`src/rtl/stage_id_ex_pipe.sv`:
```
// ID stage of the RV32I core: decodes one instruction per cycle, resolves
// rs1/rs2 through EX/MEM forwarding, detects load-use hazards and holds the
// decoded instruction in the ID/EX register behind valid/ready handshakes.
module stage_id_ex_pipe #(
  parameter bit RV32M_EN = 1'b1,
  parameter bit FWD_EN   = 1'b1
) (
  input  logic        i_clk,
  input  logic        i_rst,
  input  logic        i_valid,
  output logic        o_ready,
  input  logic [31:0] i_inst,
  input  logic [31:0] i_inst_addr,
  output logic [4:0]  o_reg1_rd_addr,
  output logic [4:0]  o_reg2_rd_addr,
  input  logic [31:0] i_reg1_data,
  input  logic [31:0] i_reg2_data,
  input  logic [31:0] i_ex_result,
  input  logic        i_mem_we,
  input  logic [4:0]  i_mem_wr_addr,
  input  logic [31:0] i_mem_wr_data,
  input  logic        i_ex_jump_flag,
  output logic        o_valid,
  input  logic        i_ready,
  output logic [31:0] o_op1,
  output logic [31:0] o_op2,
  output logic [31:0] o_op1_jump,
  output logic [31:0] o_op2_jump,
  output logic [31:0] o_store_data,
  output logic [31:0] o_inst,
  output logic [31:0] o_inst_addr,
  output logic        o_reg_we,
  output logic [4:0]  o_reg_wr_addr,
  output logic        o_mem_re,
  output logic        o_mem_we,
  output logic        o_muldiv,
  output logic        o_illegal
);

  localparam logic [6:0] OPC_I     = 7'b0010011;
  localparam logic [6:0] OPC_R     = 7'b0110011;
  localparam logic [6:0] OPC_L     = 7'b0000011;
  localparam logic [6:0] OPC_S     = 7'b0100011;
  localparam logic [6:0] OPC_B     = 7'b1100011;
  localparam logic [6:0] OPC_JAL   = 7'b1101111;
  localparam logic [6:0] OPC_JALR  = 7'b1100111;
  localparam logic [6:0] OPC_LUI   = 7'b0110111;
  localparam logic [6:0] OPC_AUIPC = 7'b0010111;

  typedef struct packed {
    logic [31:0] op1, op2, op1_jump, op2_jump, store_data, inst, inst_addr;
    logic        reg_we;
    logic [4:0]  reg_wr_addr;
    logic        mem_re, mem_we, muldiv, illegal;
  } idex_t;

  logic [6:0]  opc, f7;
  logic [2:0]  f3;
  logic [4:0]  rd, rs1, rs2;
  logic [31:0] imm_i, imm_s, imm_b, imm_u, imm_j;
  assign opc   = i_inst[6:0];
  assign rd    = i_inst[11:7];
  assign f3    = i_inst[14:12];
  assign rs1   = i_inst[19:15];
  assign rs2   = i_inst[24:20];
  assign f7    = i_inst[31:25];
  assign imm_i = {{20{i_inst[31]}}, i_inst[31:20]};
  assign imm_s = {{20{i_inst[31]}}, i_inst[31:25], i_inst[11:7]};
  assign imm_b = {{19{i_inst[31]}}, i_inst[31], i_inst[7], i_inst[30:25], i_inst[11:8], 1'b0};
  assign imm_u = {i_inst[31:12], 12'b0};
  assign imm_j = {{11{i_inst[31]}}, i_inst[31], i_inst[19:12], i_inst[20], i_inst[30:21], 1'b0};

  logic        legal, dec_we, dec_re, dec_mwe, dec_md;
  logic [1:0]  use_rs;
  logic [1:0][4:0]  rs_a;
  logic [1:0][31:0] rs_rf, rs_val;
  logic [1:0]  ex_hit, mem_hit;
  logic        ld_use, hazard, advance, accept;
  logic        valid_q;
  idex_t       ex_q, ex_d, ex_bub;

  // Legality, source usage and control bits from opcode/funct fields
  always_comb begin
    legal   = 1'b0;
    use_rs  = 2'b00;
    dec_we  = 1'b0;
    dec_re  = 1'b0;
    dec_mwe = 1'b0;
    dec_md  = 1'b0;
    case (opc)
      OPC_I: begin
        legal  = (f3 == 3'b001) ? (f7 == 7'b0) :
                 (f3 == 3'b101) ? (f7 == 7'b0 || f7 == 7'b0100000) : 1'b1;
        use_rs = 2'b01;
        dec_we = 1'b1;
      end
      OPC_R: begin
        legal  = (f7 == 7'b0) || (f7 == 7'b0100000 && (f3 == 3'b000 || f3 == 3'b101)) ||
                 (RV32M_EN && f7 == 7'b0000001);
        dec_md = RV32M_EN && f7 == 7'b0000001;
        use_rs = 2'b11;
        dec_we = 1'b1;
      end
      OPC_L: begin
        legal  = !(f3 inside {3'b011, 3'b110, 3'b111});
        use_rs = 2'b01;
        dec_we = 1'b1;
        dec_re = 1'b1;
      end
      OPC_S: begin
        legal   = f3 inside {3'b000, 3'b001, 3'b010};
        use_rs  = 2'b11;
        dec_mwe = 1'b1;
      end
      OPC_B: begin
        legal  = !(f3 inside {3'b010, 3'b011});
        use_rs = 2'b11;
      end
      OPC_JAL: begin
        legal  = 1'b1;
        dec_we = 1'b1;
      end
      OPC_JALR: begin
        legal  = (f3 == 3'b000);
        use_rs = 2'b01;
        dec_we = 1'b1;
      end
      OPC_LUI, OPC_AUIPC: begin
        legal  = 1'b1;
        dec_we = 1'b1;
      end
      default: legal = 1'b0;
    endcase
    if (!legal) begin
      use_rs  = 2'b00;
      dec_we  = 1'b0;
      dec_re  = 1'b0;
      dec_mwe = 1'b0;
      dec_md  = 1'b0;
    end
  end

  assign rs_a[0]        = use_rs[0] ? rs1 : 5'd0;
  assign rs_a[1]        = use_rs[1] ? rs2 : 5'd0;
  assign rs_rf[0]       = i_reg1_data;
  assign rs_rf[1]       = i_reg2_data;
  assign o_reg1_rd_addr = rs_a[0];
  assign o_reg2_rd_addr = rs_a[1];

  // Per-source match against EX/MEM destinations and operand forwarding mux
  always_comb begin
    for (int j = 0; j < 2; j++) begin
      ex_hit[j]  = (rs_a[j] != 5'd0) && valid_q && ex_q.reg_we && (ex_q.reg_wr_addr == rs_a[j]);
      mem_hit[j] = (rs_a[j] != 5'd0) && i_mem_we && (i_mem_wr_addr == rs_a[j]);
      if (rs_a[j] == 5'd0)                          rs_val[j] = 32'd0;
      else if (FWD_EN && ex_hit[j] && !ex_q.mem_re) rs_val[j] = i_ex_result;
      else if (FWD_EN && mem_hit[j])                rs_val[j] = i_mem_wr_data;
      else                                          rs_val[j] = rs_rf[j];
    end
  end

  // Without forwarding any pending writer of a source must drain first
  assign ld_use  = FWD_EN ? |(ex_hit & {2{ex_q.mem_re}}) : |(ex_hit | mem_hit);
  assign hazard  = i_valid && ld_use;
  assign advance = i_ready || !valid_q;
  assign o_ready = i_rst && advance && !hazard && !i_ex_jump_flag;
  assign accept  = i_valid && o_ready;

  // Operand/immediate selection into the next ID/EX payload
  always_comb begin
    ex_d             = '0;
    ex_d.inst        = i_inst;
    ex_d.inst_addr   = i_inst_addr;
    ex_d.illegal     = !legal;
    ex_d.reg_we      = dec_we;
    ex_d.reg_wr_addr = dec_we ? rd : 5'd0;
    ex_d.mem_re      = dec_re;
    ex_d.mem_we      = dec_mwe;
    ex_d.muldiv      = dec_md;
    ex_d.store_data  = rs_val[1];
    if (legal) begin
      case (opc)
        OPC_I, OPC_L: begin ex_d.op1 = rs_val[0]; ex_d.op2 = imm_i; end
        OPC_R:        begin ex_d.op1 = rs_val[0]; ex_d.op2 = rs_val[1]; end
        OPC_S:        begin ex_d.op1 = rs_val[0]; ex_d.op2 = imm_s; end
        OPC_B: begin
          ex_d.op1 = rs_val[0]; ex_d.op2 = rs_val[1];
          ex_d.op1_jump = i_inst_addr; ex_d.op2_jump = imm_b;
        end
        OPC_JAL: begin
          ex_d.op1 = i_inst_addr; ex_d.op2 = 32'd4;
          ex_d.op1_jump = i_inst_addr; ex_d.op2_jump = imm_j;
        end
        OPC_JALR: begin
          ex_d.op1 = i_inst_addr; ex_d.op2 = 32'd4;
          ex_d.op1_jump = rs_val[0]; ex_d.op2_jump = imm_i;
        end
        OPC_LUI:   begin ex_d.op1 = imm_u; ex_d.op2 = 32'd0; end
        OPC_AUIPC: begin ex_d.op1 = i_inst_addr; ex_d.op2 = imm_u; end
        default:   ex_d.op1 = 32'd0;
      endcase
    end
  end

  // Bubble keeps the data fields but kills every side-effecting control bit
  always_comb begin
    ex_bub         = ex_q;
    ex_bub.reg_we  = 1'b0;
    ex_bub.mem_re  = 1'b0;
    ex_bub.mem_we  = 1'b0;
    ex_bub.muldiv  = 1'b0;
    ex_bub.illegal = 1'b0;
  end

  // ID/EX register: flush beats everything, then advance, else hold
  always_ff @(posedge i_clk or negedge i_rst) begin
    if (!i_rst) begin
      valid_q <= 1'b0;
      ex_q    <= '0;
    end else if (i_ex_jump_flag) begin
      valid_q <= 1'b0;
      ex_q    <= ex_bub;
    end else if (advance) begin
      valid_q <= accept;
      ex_q    <= accept ? ex_d : ex_bub;
    end
  end

  assign o_valid       = valid_q;
  assign o_op1         = ex_q.op1;
  assign o_op2         = ex_q.op2;
  assign o_op1_jump    = ex_q.op1_jump;
  assign o_op2_jump    = ex_q.op2_jump;
  assign o_store_data  = ex_q.store_data;
  assign o_inst        = ex_q.inst;
  assign o_inst_addr   = ex_q.inst_addr;
  assign o_reg_we      = ex_q.reg_we;
  assign o_reg_wr_addr = ex_q.reg_wr_addr;
  assign o_mem_re      = ex_q.mem_re;
  assign o_mem_we      = ex_q.mem_we;
  assign o_muldiv      = ex_q.muldiv;
  assign o_illegal     = ex_q.illegal;

endmodule
```
`config.mk`:
```
export PLATFORM = sky130hd
export DESIGN_NAME = stage_id_ex_pipe
export DESIGN_NICKNAME = d
export VERILOG_FILES = /design/src/rtl/stage_id_ex_pipe.sv
export SDC_FILE = /design/constraint.sdc
export NUM_CORES = 1
export LEC_CHECK = 0
export ABC_CLOCK_PERIOD_IN_PS = 2600
export BUFFER_PORTS_ARGS = -buffer_cell sky130_fd_sc_hd__clkbuf_2
export CAP_MARGIN = 20
export CORE_AREA = 2 2 174 176
export CTS_CLUSTER_SIZE = 25
export DETAILED_ROUTE_END_ITERATION = 7
export DIE_AREA = 0 0 176 178
export HOLD_SLACK_MARGIN = 0.06
export PLACE_DENSITY_LB_ADDON = 0.08
export RECOVER_POWER = 25
export SLEW_MARGIN = 0
export SYNTH_ARGS = -nofsm -noshare
export SYNTH_HDL_FRONTEND = slang
export SYNTH_SLANG_ARGS = --single-unit
```
`constraint.sdc`:
```
create_clock -name i_clk -period 2.6 [get_ports i_clk]
set_input_delay 0.13 -clock i_clk [delete_from_list [all_inputs] [get_ports i_clk]]
set_output_delay 0.13 -clock i_clk [all_outputs]
set_load 0.01 [all_outputs]
```
=== After elaboration in Yosys (flattened, before gate mapping) ===
Cells that the tools add are included.

* Equal/unequal tests: 21
* Mux-type cells: 31
* Bitwise operators: 2
* Reduce and logical (&&, ||, !) cells: 51

{| class="wikitable"
|+ Operator list
! cell !! count
|-
| $mux 32 || 6
|-
| $pmux 64 s3 || 1
|-
| $pmux 32 s5 || 1
|-
| $mux 128 || 1
|-
| $pmux 32 s3 || 1
|-
| $mux 10 || 3
|-
| $eq 7x6->1 const B || 4
|-
| $eq 7x7->1 const B || 3
|-
| $eq 5x5->1 || 4
|-
| $logic_and 1x1->1 || 18
|-
| $mux 5 || 3
|-
| $eq 7x5->1 const B || 2
|-
| $mux 1 || 12
|-
| $reduce_or 3->1 || 4
|-
| $logic_not 5->1 || 2
|-
| $reduce_bool 5->1 || 2
|-
| $eq 3x3->1 const B || 3
|-
| $reduce_or 2->1 || 4
|-
| $eq 7x1->1 const B || 1
|-
| $eq 7x2->1 const B || 1
|-
| $logic_not 1->1 || 7
|-
| $logic_not 7->1 || 1
|-
| $pmux 1 s7 || 1
|-
| $reduce_or 7->1 || 1
|-
| other kinds (12) || 19
|}

* Register bits after elaboration: 235
* Input port bits: 203
* Word-level logic and storage cells: 119

=== Longest topological paths before layout ===
Gate-level depths: netlist of the first run.

* Word-level depth: 22
* Gate-level depth with buffers: 13
* Mapped depth without buffers: 8

=== Least setup slack after synthesis of the first run ===
OpenSTA, ideal clock, no wires.

* Kind: register to register
* From: register ex_q (netlist bit o_reg_wr_addr[1])
* To: register ex_q (netlist bit o_inst[0])
* Setup time: 125 ps
* Data arrival time: 2387 ps
* Required time: 2475 ps
* Slack: 88 ps
* Stages on the path, launching flop included: 11
* Buffers on the path: 3
* Path through: dfrtp_1 xor2_1 a211o_1 nor4_1 o211ai_1 o21ai_1 a21o_1 buf_2 buf_6 buf_6 mux2_4

* Cells in the longest elaborated chain, start to end: 10
* Elaborated cells on any way between the ends: 12
* Classes of those cells: 2 x eq/ne; 1 x bitwise; 9 x reduce/logical

{| class="wikitable"
|+ RTL lines
! item !! line !! text
|-
| start: declaration || 80 || <nowiki>idex_t ex_q, ex_d, ex_bub;</nowiki>
|-
| start signal: assignment || 222 || <nowiki>ex_q <= ex_bub;</nowiki>
|-
| start signal: assignment || 225 || <nowiki>ex_q <= accept ? ex_d : ex_bub;</nowiki>
|-
| $eq 5x5->1 || 153 || <nowiki>ex_hit[j] = (rs_a[j] != 5'd0) && valid_q && ex_q.reg_we && (ex_q.reg_wr_addr == rs_a[j]);</nowiki>
|-
| $logic_and 1x1->1 || 153 ||
|-
| $and 2x2->2 * || 163 || <nowiki>assign ld_use = FWD_EN ? |(ex_hit & {2{ex_q.mem_re}}) : |(ex_hit | mem_hit);</nowiki>
|-
| $reduce_or 2->1 * || 163 ||
|-
| $logic_and 1x1->1 * || 164 || <nowiki>assign hazard = i_valid && ld_use;</nowiki>
|-
| $logic_not 1->1 * || 166 || <nowiki>assign o_ready = i_rst && advance && !hazard && !i_ex_jump_flag;</nowiki>
|-
| $logic_and 1x1->1 * (2 in series) || 166 ||
|-
| $logic_and 1x1->1 * || 167 || <nowiki>assign accept = i_valid && o_ready;</nowiki>
|-
| $reduce_and 3->1 (no source line) * || - ||
|}

Every way passes the cells marked *; elsewhere a longest branch is shown, timed or not.
A chain may end at the register's enable or synchronous reset.

=== Worst setup path after layout of the first run ===
* From: input port i_inst[26]
* To: register ex_q (netlist bit o_op1[18])

* Cells in the longest elaborated chain, start to end: 19
* Elaborated cells on any way between the ends: 41
* Classes of those cells: 5 x eq/ne; 11 x mux; 1 x bitwise; 24 x reduce/logical

{| class="wikitable"
|+ RTL lines
! item !! line !! text
|-
| start: declaration || 12 || <nowiki>input logic [31:0] i_inst,</nowiki>
|-
| $eq 7x6->1 / $logic_not 7->1 (equally long branches) || 93, 98, 92 ||
|-
| $logic_or 1x1->1 / $logic_and 1x1->1 (equally long branches) || 93, 98 ||
|-
| $mux 1 / $logic_or 1x1->1 (equally long branches) || 93, 98 ||
|-
| $mux 1 / $logic_or 1x1->1 (equally long branches) || 92, 98 ||
|-
| $pmux 1 s7 * || 90 || <nowiki>case (opc)</nowiki>
|-
| $mux 2 || 134 || <nowiki>if (!legal) begin</nowiki>
|-
| $mux 5 (on tied branches) || 143, 144 ||
|-
| $reduce_bool 5->1 (on tied branches) || 153, 154 ||
|-
| $logic_and 1x1->1 (3 in series) || 153 ||
|-
| $and 2x2->2 || 163 ||
|-
| $reduce_or 2->1 || 163 ||
|-
| $logic_and 1x1->1 || 164 ||
|-
| $logic_not 1->1 || 166 ||
|-
| $logic_and 1x1->1 (2 in series) || 166 ||
|-
| $logic_and 1x1->1 || 167 ||
|-
| $reduce_and 3->1 (no source line) || - ||
|}

Marked as above.

==> results of run 1 <==
routing by layer:
layer | vias to the layer above | wire length (um) | GRT usage (%)
met5 | - | 0 | 0
met3 | 102 | 4090 | 5.78
met4 | 0 | 1810 | 10.7
met1 | 6312 | 22300 | 43.9
li1 | 5682 | - | -
met2 | 630 | 26200 | 57.8
what timing repair did:
| item | 4_1_cts | 5_1_grt |
|---|---|---|
| pin swaps | 0 | 2 |
| resized for setup | 4 | 9 |
| cloned | 0 | 0 |
| hold endpoints to repair | 346 | 0 |
| setup buffers | 0 | 4 |
| hold buffers | 159 | 0 |
| setup endpoints to repair | 7 | 114 |
cell families after synthesis:
group	after synthesis	synth area share, %
simple gates	231	10.8
buf+inv	120	4.99
compound gates	401	22.8
xor+xnor	17	1.21
flops	224	45.5
mux	157	14.8
through the flow:
stage / area, um^2 / hold WS (ps) / instances / util (%)
finish: 18800 / 53.4 / 2260 / 64.0
global route: 18800 / 70.9 / 2260 / 64.0
CTS: 18800 / 62.4 / 2256 / 63.9
detailed placement: 16200 / 348 / 2049 / 55.2
global placement: 16200 / 342 / 2049 / 55.2
floorplan: 12300 / -166 / 1150 / -
critical path: cells and delay by family:
kind                   cells  cell delay [ps]
AOI/OAI and AO/OA          4             1040
and+or+nand+nor            1               90
muxes                      1              260
buffers and inverters      6             1530
worst paths after layout:
kind	start	endpoint	slack (ps)	depth (start not counted)
setup / recovery	i_inst[26]	o_op1[18]	-30	12
hold / removal	i_reg1_data[27]	o_op1[27]	50	4
setup reg to reg	o_reg_wr_addr[1]	o_op1_jump[9]	110	8
hold reg to reg	o_store_data[30]	o_store_data[30]	480	2
max in group asynchronous	i_rst	o_op2_jump[0]	300	4
min in group asynchronous	i_rst	o_inst_addr[30]	890	3
state kept, by name (all words and copies together), names as in the netlist, 5 cells and up:
register,flops
o_op2,32
o_op1,32
o_inst_addr,32
o_op2_jump,21
o_inst,32
o_store_data,32
o_op1_jump,32
o_reg_wr_addr,5
cell type report:
class | instances | area share (%)
Sequential cell | 224 | 29.8
Clock buffer | 39 | 4.36
Timing Repair Buffer | 784 | 29.3
Inverter | 8 | 0.160
Multi-Input combinational cell | 806 | 33.1
Tap cell | 390 | 2.59
Clock inverter | 9 | 0.638
placed cells by master (no fill, tap or decap), drive strengths merged, types with 5 or more instances in the layout:
cell type / count
o31ai: 18
buf: 175
xnor2: 13
a22oi: 55
clkbuf: 489
o2111ai: 5
a211oi: 6
nor3: 11
dfrtp: 224
mux2: 89
nand2: 81
a21o: 29
o21ai: 131
o221ai: 9
nor4: 8
nor2b: 9
dlygate4sd3: 159
a2bb2oi: 10
inv: 8
or2: 5
a21oi: 39
mux2i: 68
nand2b: 8
and2: 55
clkinv: 6
nor2: 21
or4: 6
a221oi: 19
a22o: 63
power by group through the flow:
stage	Clock [mW]	Sequential, mW	Combinational, mW
2_1_floorplan	0	3.97	0.513
3_3_place_gp	0	3.88	1.42
3_5_place_dp	0	3.88	1.42
4_1_cts	4.06	3.82	1.62
5_1_grt	4.20	3.85	1.72
6_report	4.03	3.82	1.62
==> flow_metrics.env, run 1 <==
export IMPL_critPathSlowestCell="dlygate4sd3_1"
export IMPL_end_kind="flip-flop"
export IMPL_cpPeakStageDelay_ps=590
export IMPL_grt_use_total_pct=33.9
export IMPL_dp_hpwl_um=39900
export IMPL_cts_buffers=26
export IMPL_drt_initial_drc_count=956
export IMPL_synth_cells=1150
export IMPL_antenna_found_initial=0
export IMPL_design_core_area_um2=29400
export IMPL_regArea_um2=5610
export IMPL_path_cells="clkbuf_2, nor4_1, buf_4, a311o_1, a31o_1, buf_4, o31ai_4, buf_4, mux2i_1, dlygate4sd3_1, buf_4, o21ai_1"
export IMPL_drive_above_1_share_pct=42.5
export IMPL_grt_pass1_vias=13100
export IMPL_finalSetupViolations=1
export IMPL_rsz0062_at_grt="true"
export IMPL_seq_power_share_pct=40.4
export IMPL_leakage_nw=9.80
export IMPL_clk_pin_slew_ps=60
export IMPL_path_class="in -> reg"
export IMPL_drv_slew=65
export IMPL_finalCritPeriodShare_pct=101
export IMPL_nFillCells=2398
export IMPL_synth_edff_count=0
export IMPL_arrival_ps=3050
export IMPL_p_sw_share_pct=26.1
export IMPL_tns_ps=-31.9
export IMPL_dp_slack_ps=-347
export IMPL_startpoint_type="input port"
export IMPL_setup_ws_ps=-31.9
export IMPL_max_vdd_ir_drop_uv=453
export IMPL_powerDensity_nw_per_um2=503
export IMPL_finalWirelength_um=54500
export IMPL_syn_cell_area_um2=12300
export IMPL_hold_path_class="in -> reg"
export IMPL_syn_avg_cell_area_um2=10.7
export IMPL_wire_per_inst_um=24.1
export IMPL_nets=2053
export IMPL_clkPwrFrac_pct=42.6
export IMPL_skew_ps=13.0
export IMPL_cts_sinks=224
export IMPL_ant_nets=0
export IMPL_clk_path_buf_depth=3
export IMPL_ys_ff_latch=224
export IMPL_synth_most_common_cell="dfrtp_1"
export IMPL_avgViaCountPerCell=5.63
export IMPL_min_period_ps=2630
export IMPL_grt_max_degree=65
export IMPL_maxCapViolations=1
export IMPL_cp_max_fo=7
export IMPL_place_congestion=0.919
export IMPL_slew_headroom_pct=-9.60
export IMPL_drtPass1Iterations=5
export IMPL_clk_latency_ps=540
export IMPL_grt_ovfl_total=0
export IMPL_die_h_um=178
export IMPL_cp_required_ps=3020
export IMPL_netlist_top_cells_count="dfrtp_1 (224), o21ai_0 (85), nand2_1 (81)"
export IMPL_ys_seq_area_share_pct=45.5
export IMPL_synth_top_area_cell="dfrtp_1"
export IMPL_intPower_mw=7.00
export IMPL_cts_tree="built"
export IMPL_clock_root_buffer="clkbuf_16"
export IMPL_violations="max-capacitance violations, max-slew violations, negative setup slack"
export IMPL_rows=63
export IMPL_synthArstFlopShare_pct=100
export IMPL_multi_input_area_um2=6230
export IMPL_yosys_top_cells_area="dfrtp_1 (45%), mux2i_1 (5.5%), mux2_2 (4.8%), mux2_4 (4.5%), a22o_1 (4.5%)"
export IMPL_syn_to_final_growth_pct=52.7
export IMPL_synth_top_area_share_pct=45.5
export IMPL_drc=0
export IMPL_p_comb_share_pct=17.1
export IMPL_total_power_mw=9.46
export IMPL_synth_nets=1353
export IMPL_synth_distinct_cells=70
export IMPL_initial_core_util_pct=41.9
export IMPL_fmax_mhz=380
export IMPL_synth_flop_cell="dfrtp_1"
export IMPL_vias=12700
export IMPL_port_buffers=448
export IMPL_die_w_um=176
export IMPL_p_sw_mw=2.47
export IMPL_worstMarginPinSlew_ps=1640
export IMPL_ios=449
export IMPL_grt_pass1_wl_um=80500
export IMPL_synth_warnings=0
export IMPL_outcome="finished with violations"
export IMPL_design_die_area_um2=31300
export IMPL_htree_levels=1
export IMPL_final_hold_viol_count=0
export IMPL_critPathMostFrequentCell="buf_4"
export IMPL_n_antenna_cell=0
No activity file was read; power rests on OpenSTA's default activity.
==> run 2, diff against run 1 <==
--- a/config.mk
+++ b/config.mk
@@ -12,6 +12,7 @@
 export CTS_CLUSTER_SIZE = 25
 export DETAILED_ROUTE_END_ITERATION = 7
 export DIE_AREA = 0 0 176 178
+export GPL_TIMING_DRIVEN = 0
 export HOLD_SLACK_MARGIN = 0.06
 export PLACE_DENSITY_LB_ADDON = 0.08
 export RECOVER_POWER = 25
==> flow_metrics.env, run 2 (synthesized netlist as in run 1, its figures left out) <==
export IMPL_drt_initial_drc_count=1259
export IMPL_startpoint_type="flip-flop"
export IMPL_maxCapViolations=0
export IMPL_final_common_cell="clkbuf_2"
export IMPL_drtPass1Iterations=6
export IMPL_n_antenna_cell=0
export IMPL_design_die_area_um2=31300
export IMPL_cts_tree="built"
export IMPL_vias=13100
export IMPL_place_congestion=0.889
export IMPL_r2r_end="o_inst[23]"
export IMPL_fmax_mhz=380
export IMPL_port_buffers=436
export IMPL_drc=0
export IMPL_slew_headroom_pct=7.66
export IMPL_skew_ps=11.8
export IMPL_avgViaCountPerCell=5.83
export IMPL_dp_slack_ps=-1060
export IMPL_worstMarginPinSlew_ps=1390
export IMPL_final_hold_viol_count=0
export IMPL_rows=63
export IMPL_wire_per_inst_um=26.6
export IMPL_die_w_um=176
export IMPL_antenna_found_initial=0
export IMPL_ios=449
export IMPL_syn_to_final_growth_pct=51.9
export IMPL_reg2reg_depth=10
export IMPL_cts_buffers=27
export IMPL_setup_ws_ps=-29.7
export IMPL_dpl_cell_count=1979
export IMPL_arrival_ps=2500
export IMPL_hold_path_class="in -> reg"
export IMPL_outcome="finished with violations"
export IMPL_htree_levels=1
export IMPL_r2r_slack_ps=-20
export IMPL_dp_hpwl_um=41000
export IMPL_violations="negative setup slack"
export IMPL_powerDensity_nw_per_um2=501
export IMPL_finalCritPeriodShare_pct=101
export IMPL_grt_ovfl_total=0
export IMPL_max_vdd_ir_drop_uv=415
export IMPL_drive_above_1_share_pct=37.9
export IMPL_grt_pass1_wl_um=84900
export IMPL_leakage_nw=9.54
export IMPL_finalSetupViolations=16
export IMPL_most_common_layout_cells="clkbuf_2 (401), dfrtp_1 (220), dlygate4sd3_1 (182)"
export IMPL_end_kind="output port"
export IMPL_drv_slew=0
export IMPL_finalWirelength_um=60000
export IMPL_crit_start="o_reg_wr_addr[1]"
export IMPL_grt_max_degree=65
export IMPL_grt_pass1_vias=13100
export IMPL_die_h_um=178
export IMPL_clk_path_buf_depth=3
export IMPL_clock_root_buffer="clkbuf_16"
export IMPL_design_core_area_um2=29400
export IMPL_ant_nets=0
export IMPL_grt_use_total_pct=36.6
export IMPL_r2r_start="o_reg_wr_addr[1]"
export IMPL_clk_pin_slew_ps=60
export IMPL_postLayoutCoreUtil_pct=63.7
export IMPL_setup_worst_path_end="o_ready"
export IMPL_nets=2050
export IMPL_path_class="reg -> out"
export IMPL_cts_sinks=224
export IMPL_rsz0062_at_grt="true"
export IMPL_clk_latency_ps=550
export IMPL_initial_core_util_pct=41.9
export IMPL_cp_max_fo=5
export IMPL_cp_required_ps=2470
export IMPL_min_period_ps=2630
export IMPL_final_cells=2255
export IMPL_total_power_mw=9.38
run 2: changes by cell type in the layout (fill, tap and decap cells not counted), sizes merged:
cell and change:
dlygate4sd3 +23, clkbuf +43, buf -73, clkinvlp +1, inv +1
run 2: layout make-up:
| class | count | area (um^2) |
|---|---|---|
| fill | 2477 | 10700 |
| clock inverter | 11 | 140 |
| multi-input combinational | 806 | 6260 |
| inverter | 8 | 30.0 |
| tap | 390 | 488 |
| clock buffer | 36 | 749 |
| buffer | 111 | 851 |
| timing repair buffer | 669 | 4590 |
| sequential | 224 | 5610 |
run 2: stage by stage:
stage,setup TNS [ps],instance area [um^2],hold slack [ps]
after CTS,0,18200,60.8
after global placement,-1770770,15000,373
final,-157,18700,68.2
after global routing,-6930,18700,71.3
after floorplan,0,12300,-166
after detailed placement,-184260,15100,180
run 2: what timing repair did:
action | CTS | global route
buffers inserted | 11 | 21
resized for setup | 80 | 101
hold buffers | 183 | 3
setup endpoints to repair | 233 | 217
pin swaps | 9 | 5
hold endpoints to repair | 260 | 2
cloned | 1 | 10
run 2: critical path, cell delays in order, from the launching register on:
cell and delay, ps:
dfrtp_2 440, xor2_1 170, a211o_1 320, nor4_4 220, o211ai_1 240, o21ai_4 130
buf_6 120, and3_1 150, nor2b_1 40, clkbuf_2 120
run 2: worst min path at each step:
| stage | start | cells after the start | slack [ps] | endpoint |
|---|---|---|---|---|
| floorplan | i_rst | 0 | -170 | o_illegal |
| global placement | i_ex_jump_flag | 2 | 370 | o_valid |
| detailed placement | i_rst | 1 | 180 | o_op1_jump[26] |
| CTS | i_inst[25] | 2 | 60 | o_inst[25] |
| global route | i_inst[30] | 2 | 70 | o_inst[30] |
| finish | i_inst[12] | 3 | 70 | o_inst[12] |
run 2: per-layer routing:
layer,track usage (%),share of wire (%),vias to the layer above
met5,0,0,-
met4,15.9,4.9,0
met1,45.7,38,6488
met3,7.86,9.6,160
li1,-,-,5675
met2,61.3,47,816
run 2: where the power goes:
group          switching (mW)  internal [mW]
sequential              0.122           3.70
clock                    1.60           2.31
combinational           0.833          0.819
